<file path="config.mk">
export PLATFORM = sky130hd
export DESIGN_NAME = kernel_loader_flat
export DESIGN_NICKNAME = d
export VERILOG_FILES = /design/src/rtl/kernel_loader_if.sv /design/src/rtl/kernel_loader.sv /design/src/flat_wrapper.sv
export SDC_FILE = /design/constraint.sdc
export NUM_CORES = 1
export LEC_CHECK = 0
export ABC_CLOCK_PERIOD_IN_PS = 3310
export CAP_MARGIN = 25
export CORE_ASPECT_RATIO = 1.1
export CORE_MARGIN = 5
export CORE_UTILIZATION = 50
export DETAILED_ROUTE_END_ITERATION = 6
export PLACE_DENSITY = 0.75
export SLEW_MARGIN = 5
export SYNTH_ARGS = -nofsm -noshare
export SYNTH_HDL_FRONTEND = slang
export SYNTH_SLANG_ARGS = --single-unit
</file>
<file path="constraint.sdc">
create_clock -name clk -period 3.31 [get_ports clk]
set_input_delay 0.331 -clock clk [delete_from_list [all_inputs] [get_ports clk]]
set_output_delay 0.331 -clock clk [all_outputs]
set_load 0.01 [all_outputs]
</file>
<file path="src/rtl/kernel_loader_if.sv">
// kernel_loader_if
// Valid/ready word stream that carries kernel sets into kernel_loader.
// The master drives the words. The slave (the loader) drives s_ready.
//   s_data  : one kernel word, in the order K1..K9 then bias
//   s_valid : s_data holds a word
//   s_last  : marks the 10th (bias) word of a set
//   s_ready : the loader can take a word this cycle
interface kernel_loader_if #(
    parameter int DATA_WIDTH = 16
);
    logic [DATA_WIDTH-1:0] s_data;
    logic                  s_valid;
    logic                  s_last;
    logic                  s_ready;

    modport master (output s_data, output s_valid, output s_last, input s_ready);
    modport slave  (input s_data, input s_valid, input s_last, output s_ready);
endinterface

</file>
<file path="src/rtl/kernel_loader.sv">
// kernel_loader
// Producer side of kernel_switch. A stream delivers 10-word kernel sets
// (K1..K9, bias) into a shadow buffer. A full shadow buffer is swapped into
// the active registers, which drive kernel_switch directly. sel then steps
// 0..3 on each core step request. Each set repeats for reuse_count passes.
// The next set can load while the current set runs.
//
// Ports:
//   clk, rstn     : clock (rising edge), asynchronous active-low reset
//   s (slave)     : kernel word stream (s_data/s_valid/s_last in, s_ready out)
//   reuse_count   : passes per set, sampled with the first word (0 acts as 1)
//   step          : core consumed the current sel and wants the next one
//   K1..K9, bias  : active kernel words
//   sel           : kernel_switch select
//   kernel_valid  : the active registers hold a live set
//   pass_done     : one-cycle pulse when a step is accepted at sel=3
//   err_last      : one-cycle pulse on an s_last/word-count mismatch
//
// Optional build macro KERNEL_LOADER_ZERO_ON_IDLE_EN:
//   when defined, the active words are cleared on the RUN->IDLE transition.
//   When undefined, they keep the last set while IDLE.
module kernel_loader #(
    parameter int DATA_WIDTH  = 16,
    parameter int REUSE_WIDTH = 8
) (
    input  logic                   clk,
    input  logic                   rstn,
    kernel_loader_if.slave         s,
    input  logic [REUSE_WIDTH-1:0] reuse_count,
    input  logic                   step,
    output logic [DATA_WIDTH-1:0]  K1,
    output logic [DATA_WIDTH-1:0]  K2,
    output logic [DATA_WIDTH-1:0]  K3,
    output logic [DATA_WIDTH-1:0]  K4,
    output logic [DATA_WIDTH-1:0]  K5,
    output logic [DATA_WIDTH-1:0]  K6,
    output logic [DATA_WIDTH-1:0]  K7,
    output logic [DATA_WIDTH-1:0]  K8,
    output logic [DATA_WIDTH-1:0]  K9,
    output logic [DATA_WIDTH-1:0]  bias,
    output logic [1:0]             sel,
    output logic                   kernel_valid,
    output logic                   pass_done,
    output logic                   err_last
);
    localparam logic [REUSE_WIDTH-1:0] ONE = REUSE_WIDTH'(1);

    typedef enum logic {IDLE, RUN} state_t;

    state_t                 state, state_next;
    logic [DATA_WIDTH-1:0]  shadow [10];
    logic [DATA_WIDTH-1:0]  active [10];
    logic [3:0]             wc;
    logic                   shadow_full;
    logic [REUSE_WIDTH-1:0] reuse_sh, reuse_act, pass_cnt, pass_next;
    logic [1:0]             sel_next;
    logic                   kv_next, pd_next, load_active;
    logic                   accept, last_step, swap;
`ifdef KERNEL_LOADER_ZERO_ON_IDLE_EN
    logic                   clear_active;
`endif

    assign s.s_ready = ~shadow_full;
    assign accept    = s.s_valid & ~shadow_full;
    assign last_step = (state == RUN) & step & (sel == 2'd3) & (pass_cnt == reuse_act - ONE);
    // A full shadow is swapped in as soon as nothing is running. It is also
    // swapped in on the edge that ends the final pass, so no bubble appears.
    assign swap      = shadow_full & ((state == IDLE) | last_step);

    assign K1   = active[0];
    assign K2   = active[1];
    assign K3   = active[2];
    assign K4   = active[3];
    assign K5   = active[4];
    assign K6   = active[5];
    assign K7   = active[6];
    assign K8   = active[7];
    assign K9   = active[8];
    assign bias = active[9];

    // State register
    always_ff @(posedge clk or negedge rstn) begin
        if (!rstn) state <= IDLE;
        else       state <= state_next;
    end

    // Next state and next values of the registered outputs. A swap overrides
    // the normal end-of-pass handling.
    always_comb begin
        state_next  = state;
        sel_next    = sel;
        kv_next     = kernel_valid;
        pd_next     = 1'b0;
        pass_next   = pass_cnt;
        load_active = 1'b0;
`ifdef KERNEL_LOADER_ZERO_ON_IDLE_EN
        clear_active = 1'b0;
`endif
        if (state == RUN && step) begin
            if (sel != 2'd3) begin
                sel_next = sel + 2'd1;
            end else begin
                sel_next  = 2'd0;
                pd_next   = 1'b1;
                pass_next = pass_cnt + ONE;
                if (last_step) begin
                    state_next = IDLE;
                    kv_next    = 1'b0;
`ifdef KERNEL_LOADER_ZERO_ON_IDLE_EN
                    clear_active = 1'b1;
`endif
                end
            end
        end
        if (swap) begin
            load_active = 1'b1;
            sel_next    = 2'd0;
            pass_next   = '0;
            state_next  = RUN;
            kv_next     = 1'b1;
`ifdef KERNEL_LOADER_ZERO_ON_IDLE_EN
            clear_active = 1'b0;
`endif
        end
    end

    // Sequencer outputs and the active register bank
    always_ff @(posedge clk or negedge rstn) begin
        if (!rstn) begin
            sel          <= 2'd0;
            kernel_valid <= 1'b0;
            pass_done    <= 1'b0;
            pass_cnt     <= '0;
            reuse_act    <= '0;
            for (int i = 0; i < 10; i++) active[i] <= '0;
        end else begin
            sel          <= sel_next;
            kernel_valid <= kv_next;
            pass_done    <= pd_next;
            pass_cnt     <= pass_next;
            if (load_active) begin
                reuse_act <= reuse_sh;
                for (int i = 0; i < 10; i++) active[i] <= shadow[i];
            end
`ifdef KERNEL_LOADER_ZERO_ON_IDLE_EN
            else if (clear_active) begin
                for (int i = 0; i < 10; i++) active[i] <= '0;
            end
`endif
        end
    end

    // Stream side. wc counts words into the shadow buffer. An early s_last
    // throws away the partial set. A missing s_last on the 10th word only
    // raises err_last, and the set is still kept.
    always_ff @(posedge clk or negedge rstn) begin
        if (!rstn) begin
            wc          <= 4'd0;
            shadow_full <= 1'b0;
            reuse_sh    <= '0;
            err_last    <= 1'b0;
            for (int i = 0; i < 10; i++) shadow[i] <= '0;
        end else begin
            err_last <= 1'b0;
            if (swap) shadow_full <= 1'b0;
            if (accept) begin
                shadow[wc] <= s.s_data;
                if (wc == 4'd0) reuse_sh <= (reuse_count == '0) ? ONE : reuse_count;
                if (wc == 4'd9) begin
                    shadow_full <= 1'b1;
                    wc          <= 4'd0;
                    if (!s.s_last) err_last <= 1'b1;
                end else if (s.s_last) begin
                    wc       <= 4'd0;
                    err_last <= 1'b1;
                end else begin
                    wc <= wc + 4'd1;
                end
            end
        end
    end
endmodule
</file>
<file path="src/flat_wrapper.sv">
// flat-port wrapper written by rule: the top's interface ports become plain ports
module kernel_loader_flat 
#(
    parameter int DATA_WIDTH  = 16,
    parameter int REUSE_WIDTH = 8
)
  (clk, rstn, reuse_count, step, K1, K2, K3, K4, K5, K6, K7, K8, K9, bias, sel, kernel_valid, pass_done, err_last, s_s_data, s_s_valid, s_s_last, s_s_ready);
  kernel_loader_if #(.DATA_WIDTH(DATA_WIDTH)) s_i ();
  input  logic clk;
  input  logic rstn;
  input  logic [REUSE_WIDTH-1:0] reuse_count;
  input  logic step;
  output logic [DATA_WIDTH-1:0] K1;
  output logic [DATA_WIDTH-1:0] K2;
  output logic [DATA_WIDTH-1:0] K3;
  output logic [DATA_WIDTH-1:0] K4;
  output logic [DATA_WIDTH-1:0] K5;
  output logic [DATA_WIDTH-1:0] K6;
  output logic [DATA_WIDTH-1:0] K7;
  output logic [DATA_WIDTH-1:0] K8;
  output logic [DATA_WIDTH-1:0] K9;
  output logic [DATA_WIDTH-1:0] bias;
  output logic [1:0] sel;
  output logic kernel_valid;
  output logic pass_done;
  output logic err_last;
  input wire logic [$bits(s_i.s_data)-1:0] s_s_data;
  input wire logic [$bits(s_i.s_valid)-1:0] s_s_valid;
  input wire logic [$bits(s_i.s_last)-1:0] s_s_last;
  output wire logic [$bits(s_i.s_ready)-1:0] s_s_ready;
  assign s_i.s_data = s_s_data;
  assign s_i.s_valid = s_s_valid;
  assign s_i.s_last = s_s_last;
  assign s_s_ready = s_i.s_ready;
  kernel_loader #(.DATA_WIDTH(DATA_WIDTH), .REUSE_WIDTH(REUSE_WIDTH)) u_core (.clk(clk), .rstn(rstn), .s(s_i), .reuse_count(reuse_count), .step(step), .K1(K1), .K2(K2), .K3(K3), .K4(K4), .K5(K5), .K6(K6), .K7(K7), .K8(K8), .K9(K9), .bias(bias), .sel(sel), .kernel_valid(kernel_valid), .pass_done(pass_done), .err_last(err_last));
endmodule
</file>
* Word level (Yosys, flattened, before mapping) *
Index checks and enable logic that the tools add are counted.

cells by class
  bitwise logic cells = 9
  reductions and logical operators = 9
  $lt $le $gt $ge = 2
  add/sub/neg operators = 4
  equal/unequal tests = 5
  mux-type cells = 26

operator list
  cell                                                number
  bitwise mux 160 bit                                 1
  demux 16 bit (select 4 bit)                         1
  2-to-1 mux 8 bit                                    4
  2-to-1 mux 16 bit                                   1
  2-to-1 mux 1 bit                                    14
  adder 8 x 1 -> 8 bit, second input constant         1
  == test 8 bit                                       1
  logical NOT 8 bit                                   1
  2-to-1 mux 4 bit                                    2
  subtractor 8 x 1 -> 8 bit, second input constant    1
  2-to-1 mux 2 bit                                    3
  AND 1 bit                                           5
  >= comparator 5 bit, second input constant          1
  < comparator 5 x 1 -> 1 bit, second input constant  1
  NOT 4 -> 5 bit                                      1
  adder 4 x 1 -> 4 bit, second input constant         1
  == test 4 bit, second input constant                1
  logical NOT 4 bit                                   1
  AND reduction 2 bit                                 2
  nonzero test 2 bit                                  2
  AND reduction 3 bit                                 1
  adder 2 x 1 -> 2 bit, second input constant         1
  == test 2 bit, second input constant                1
  logical AND 1 bit                                   2
  4 further kinds                                     5

storage, ports and cells
  input port bits = 29
  flip-flop bits (word level) = 354

* Depth between registers and ports, before layout *
  depth after elaboration = 8
  depth in mapped cells = 9
  gate-level depth less buffers = 7

* Worst setup path before layout *
No wires, ideal clock.

  path type = reg2reg
  from = register u_core.reuse_act[0]
  to = register u_core.reuse_act[4]
  path buffers = 2
  setup slack = 693 ps
  stages on the path, launching flop included = 9
  clock period less this slack = 2617 ps
  library setup time = 127 ps
  arrival = 2490 ps
  path through = dfrtp_1 > or4_1 > a2111oi_2 > nor3_1 > o41ai_4 > nand2_2 > buf_4 > buf_6 > mux2_1

between the ends
  longest elaborated chain between the ends = 6

RTL lines
  element                    RTL line              RTL
  from (decl)                kernel_loader.sv:55   logic [REUSE_WIDTH-1:0] reuse_sh, reuse_act, pass_cnt, pass_next;
  from (signal assigned)     kernel_loader.sv:142  reuse_act <= reuse_sh;
  subtractor 8 x 1 -> 8 bit  kernel_loader.sv:65   assign last_step = (state == RUN) & step & (sel == 2'd3) & (pass_cnt == reuse_act - ONE);
  == test 8 bit              kernel_loader.sv:65
  AND 1 bit                  kernel_loader.sv:65
  OR 1 bit                   kernel_loader.sv:68   assign swap = shadow_full & ((state == IDLE) | last_step);
  AND 1 bit                  kernel_loader.sv:68
  2-to-1 mux 1 bit           kernel_loader.sv:115  if (swap) begin

Every way passes these cells.
A chain may end at the register's enable or synchronous reset.

* Final worst setup path *
  from = register u_core.reuse_act[0]
  to = register u_core.active, in the netlist u_core.K5[3]

between the ends
  longest elaborated chain between the ends = 6

RTL lines
  element                    RTL line              RTL
  subtractor 8 x 1 -> 8 bit  kernel_loader.sv:65
  == test 8 bit              kernel_loader.sv:65
  AND 1 bit                  kernel_loader.sv:65
  OR 1 bit                   kernel_loader.sv:68
  AND 1 bit                  kernel_loader.sv:68
  2-to-1 mux 1 bit           kernel_loader.sv:115
  to (decl)                  kernel_loader.sv:52   logic [DATA_WIDTH-1:0] active [10];

Every way passes these cells.

==> qor.txt <==
crit end category = register
period utilization = 87.2%
Netlist cell types = 36
Die H = 183 um
adder-cell share of the synthesized area = 0.641%
Slowest cell on crit path = or4_1
Final Non-Filler Cells = 1442
CTS tree = built
antenna violations before repair = 0
Layout Skew = 0.0195 ns
Mapped Nets = 887
drt pass-1 iters = 4
DRT iter0 DRCs = 382
Synth Warn # = 0
#FFs+latches synth = 354
VDD IR-drop max = 0.460 mV
ANT cells = 0
relative slew slack = 46.9%
grt total ovfl = 0
Total GRT Usage = 19.9%
Yosys top cell by area = dfrtp_1
CTS Buffer Depth = 3
LEAKAGE = 0.00847 uW
synthesized instance count = 851
Synth Flop Type = dfrtp_1
power density over the cells = 617 nW/um2
Hold Fails Final Rpt = 0
Slew Limit Fails = 0
EDFF count, synth = 0
Avg WL per Cell = 20.7 um
post-synthesis sequential area ratio = 64.8%
critical-path maximum fanout = 27
H-tree lvl count = 2
Initial Util = 50.7%
Arr. time, crit path = 3.26 ns
Placement Rows = 63
main combinational cell family by area after synthesis = multiplexers
final setup vio count = 0
post-DP HPWL = 19400 um
via count = 7656
final setup TNS = 0 ns
I/O pin count = 195
CTS buffer count = 37
required time worst endpoint = 3.69 ns
synthesis-to-layout area growth = 27.0%
layout cells sized above 1 = 28.0%
final wirelength = 29900 um
Post-synth ARST share = 100%
slew of the pin with the lowest slew margin = 0.795 ns
post-layout net count = 1092
Post-Syn Area = 13700 um2
Syn Area/Cell = 16.1 um2
DP Cell Count = 1373
critical-path cell list = or4_1 > a2111oi_2 > nor3_1 > o41ai_4 > nand2_8 > buf_4 > mux2_1
final core occ = 64.3%
maxcap violations = 0
worst skew pair latency = 0.52 ns
Synth Area in Simple Gates = 2.11%
post-synth top area share = 64.8%
largest cells by area after synthesis = dfrtp_1 65%, mux2_2 18%, mux2_1 9.9%
status = finished, final reports clean
Post-CTS Resized = 0
gpl congestion = 0.854
most common cell after layout, fill and taps aside = dfrtp_1
Layout fillers = 1985
largest net degree at the start of global routing = 98
core area = 27000 um2
vias in the first global route = 8470
port buffer count = 194
Synth Area in Compound Gates = 1.29%
die area = 30700 um2
XOR/XNOR Fraction of Synth Area = 1.03%
CP startpoint kind = register
mux contribution to synthesized area = 27.8%
Largest stage delay, worst path = 0.53 ns
unrepaired setup endpoints after global routing = no
clk slew on worst S/H paths = 0.06 ns
die width = 168 um
Max Fclk = 347 MHz
first-pass GRT wire length = 48500 um
Crit Path Class = reg -> reg
most frequent cells in the layout = 354 x dfrtp_1, 216 x mux2_2, 193 x clkdlybuf4s50_1
Post-DRT Antenna Nets = 0
vias per cell = 5.31
CTS Root Cell = clkbuf_16
worst hold path class = in -> async
DRC errors left = 0
Final min period = 2.89 ns
clock sink total = 354
worst paths after layout:
kind	depth (start not counted)	slack (ns)	end	startpoint
setup / recovery	7	0.42	u_core.K5[3]	u_core.reuse_act[0]
hold / removal	2	0.47	u_core.shadow[127]	rstn
setup reg to reg	7	0.42	u_core.K5[3]	u_core.reuse_act[0]
hold reg to reg	1	0.48	u_core.K4[11]	u_core.shadow[107]
max in group asynchronous	3	1.95	u_core.shadow[39]	rstn
min in group clk	1	0.48	u_core.K4[11]	u_core.shadow[107]
power by group:
| group | switching, uW | internal (uW) | leakage (uW) | total [uW] |
|---|---|---|---|---|
| clock | 1660 | 2720 | 0.000645 | 4380 |
| combinational | 405 | 609 | 0.00310 | 1010 |
| sequential | 335 | 4980 | 0.00473 | 5310 |
| total | 2400 | 8310 | 0.00847 | 10700 |
per-stage QoR:
| step | total power, uW | instance area (um2) | hold WS, ns | worst slack, ns |
|---|---|---|---|---|
| 2_1_floorplan | 6000 | 13700 | 0.0354 | 0.693 |
| 3_5_place_dp | 6410 | 16000 | 0.437 | 0.431 |
| 5_1_grt | 11200 | 17300 | 0.469 | 0.277 |
| 4_1_cts | 10800 | 17300 | 0.462 | 0.420 |
| 3_3_place_gp | 6330 | 16000 | 0.434 | 0.483 |
| 6_report | 10700 | 17300 | 0.471 | 0.424 |
state kept, by name (all words and copies together) (netlist names), 16 cells and up:
name           flops
u_core.K2         16
u_core.K5         16
u_core.K3         16
u_core.bias       16
u_core.K8         16
u_core.K9         16
u_core.K4         16
u_core.shadow    160
u_core.K1         16
u_core.K7         16
u_core.K6         16
cell families after synthesis:
group,count (synthesis)
AND/OR/NAND/NOR,56
multiplexers,338
AO/OA/AOI/OAI,25
flip-flops,354
buffers and inverters,55
XOR/XNOR,16
adder cells (fa/ha/maj),7
area by class of cell:
type / count / area [um2] / share of cell area [%]
sequential: 354 / 8860 / 51.1
clock inverter: 19 / 258 / 1.49
inverter: 6 / 22.5 / 0.130
tap: 357 / 447 / 2.58
timing repair buffer: 215 / 2190 / 12.7
multi-input combinational: 442 / 4510 / 26.0
clock buffer: 49 / 1050 / 6.07
timing repair:
| action | in CTS | in global routing |
|---|---|---|
| hold buffers | 1 | 0 |
| setup buffers | 0 | 0 |
| endpoints found under the hold margin | 92 | 0 |
metal layers:
layer	vias to the layer above	global-route usage, %	share of wire, %
met3	46	5.17	5.7
met1	4040	25.7	42
met2	162	34.3	50
met5	-	0	0
li1	3408	-	-
met4	0	4.51	1.9
worst max-delay path, delay by kind of cell, from the launching register on:
kind	cells	cell delay, ns
flops	1	0.43
compound gates	2	0.83
simple gates	3	0.82
mux	1	0.36
buf+inv	1	0.31
synthesized netlist by cell type, drive strengths merged, types with 2 or more instances:
library cell  count
and4              2
clkbuf           19
o41ai             2
a21oi            13
nand2b            4
xnor2             4
nand4             4
nand2            20
dfrtp           354
mux2i             2
mux2            336
nor3              6
xor2             12
o22ai             2
inv               6
nor2              5
o21ai             4
nand3             4
nor3b             2
nor2b             3
buf              30
and3              2
ha                7
(Power assumes the default switching activity.)
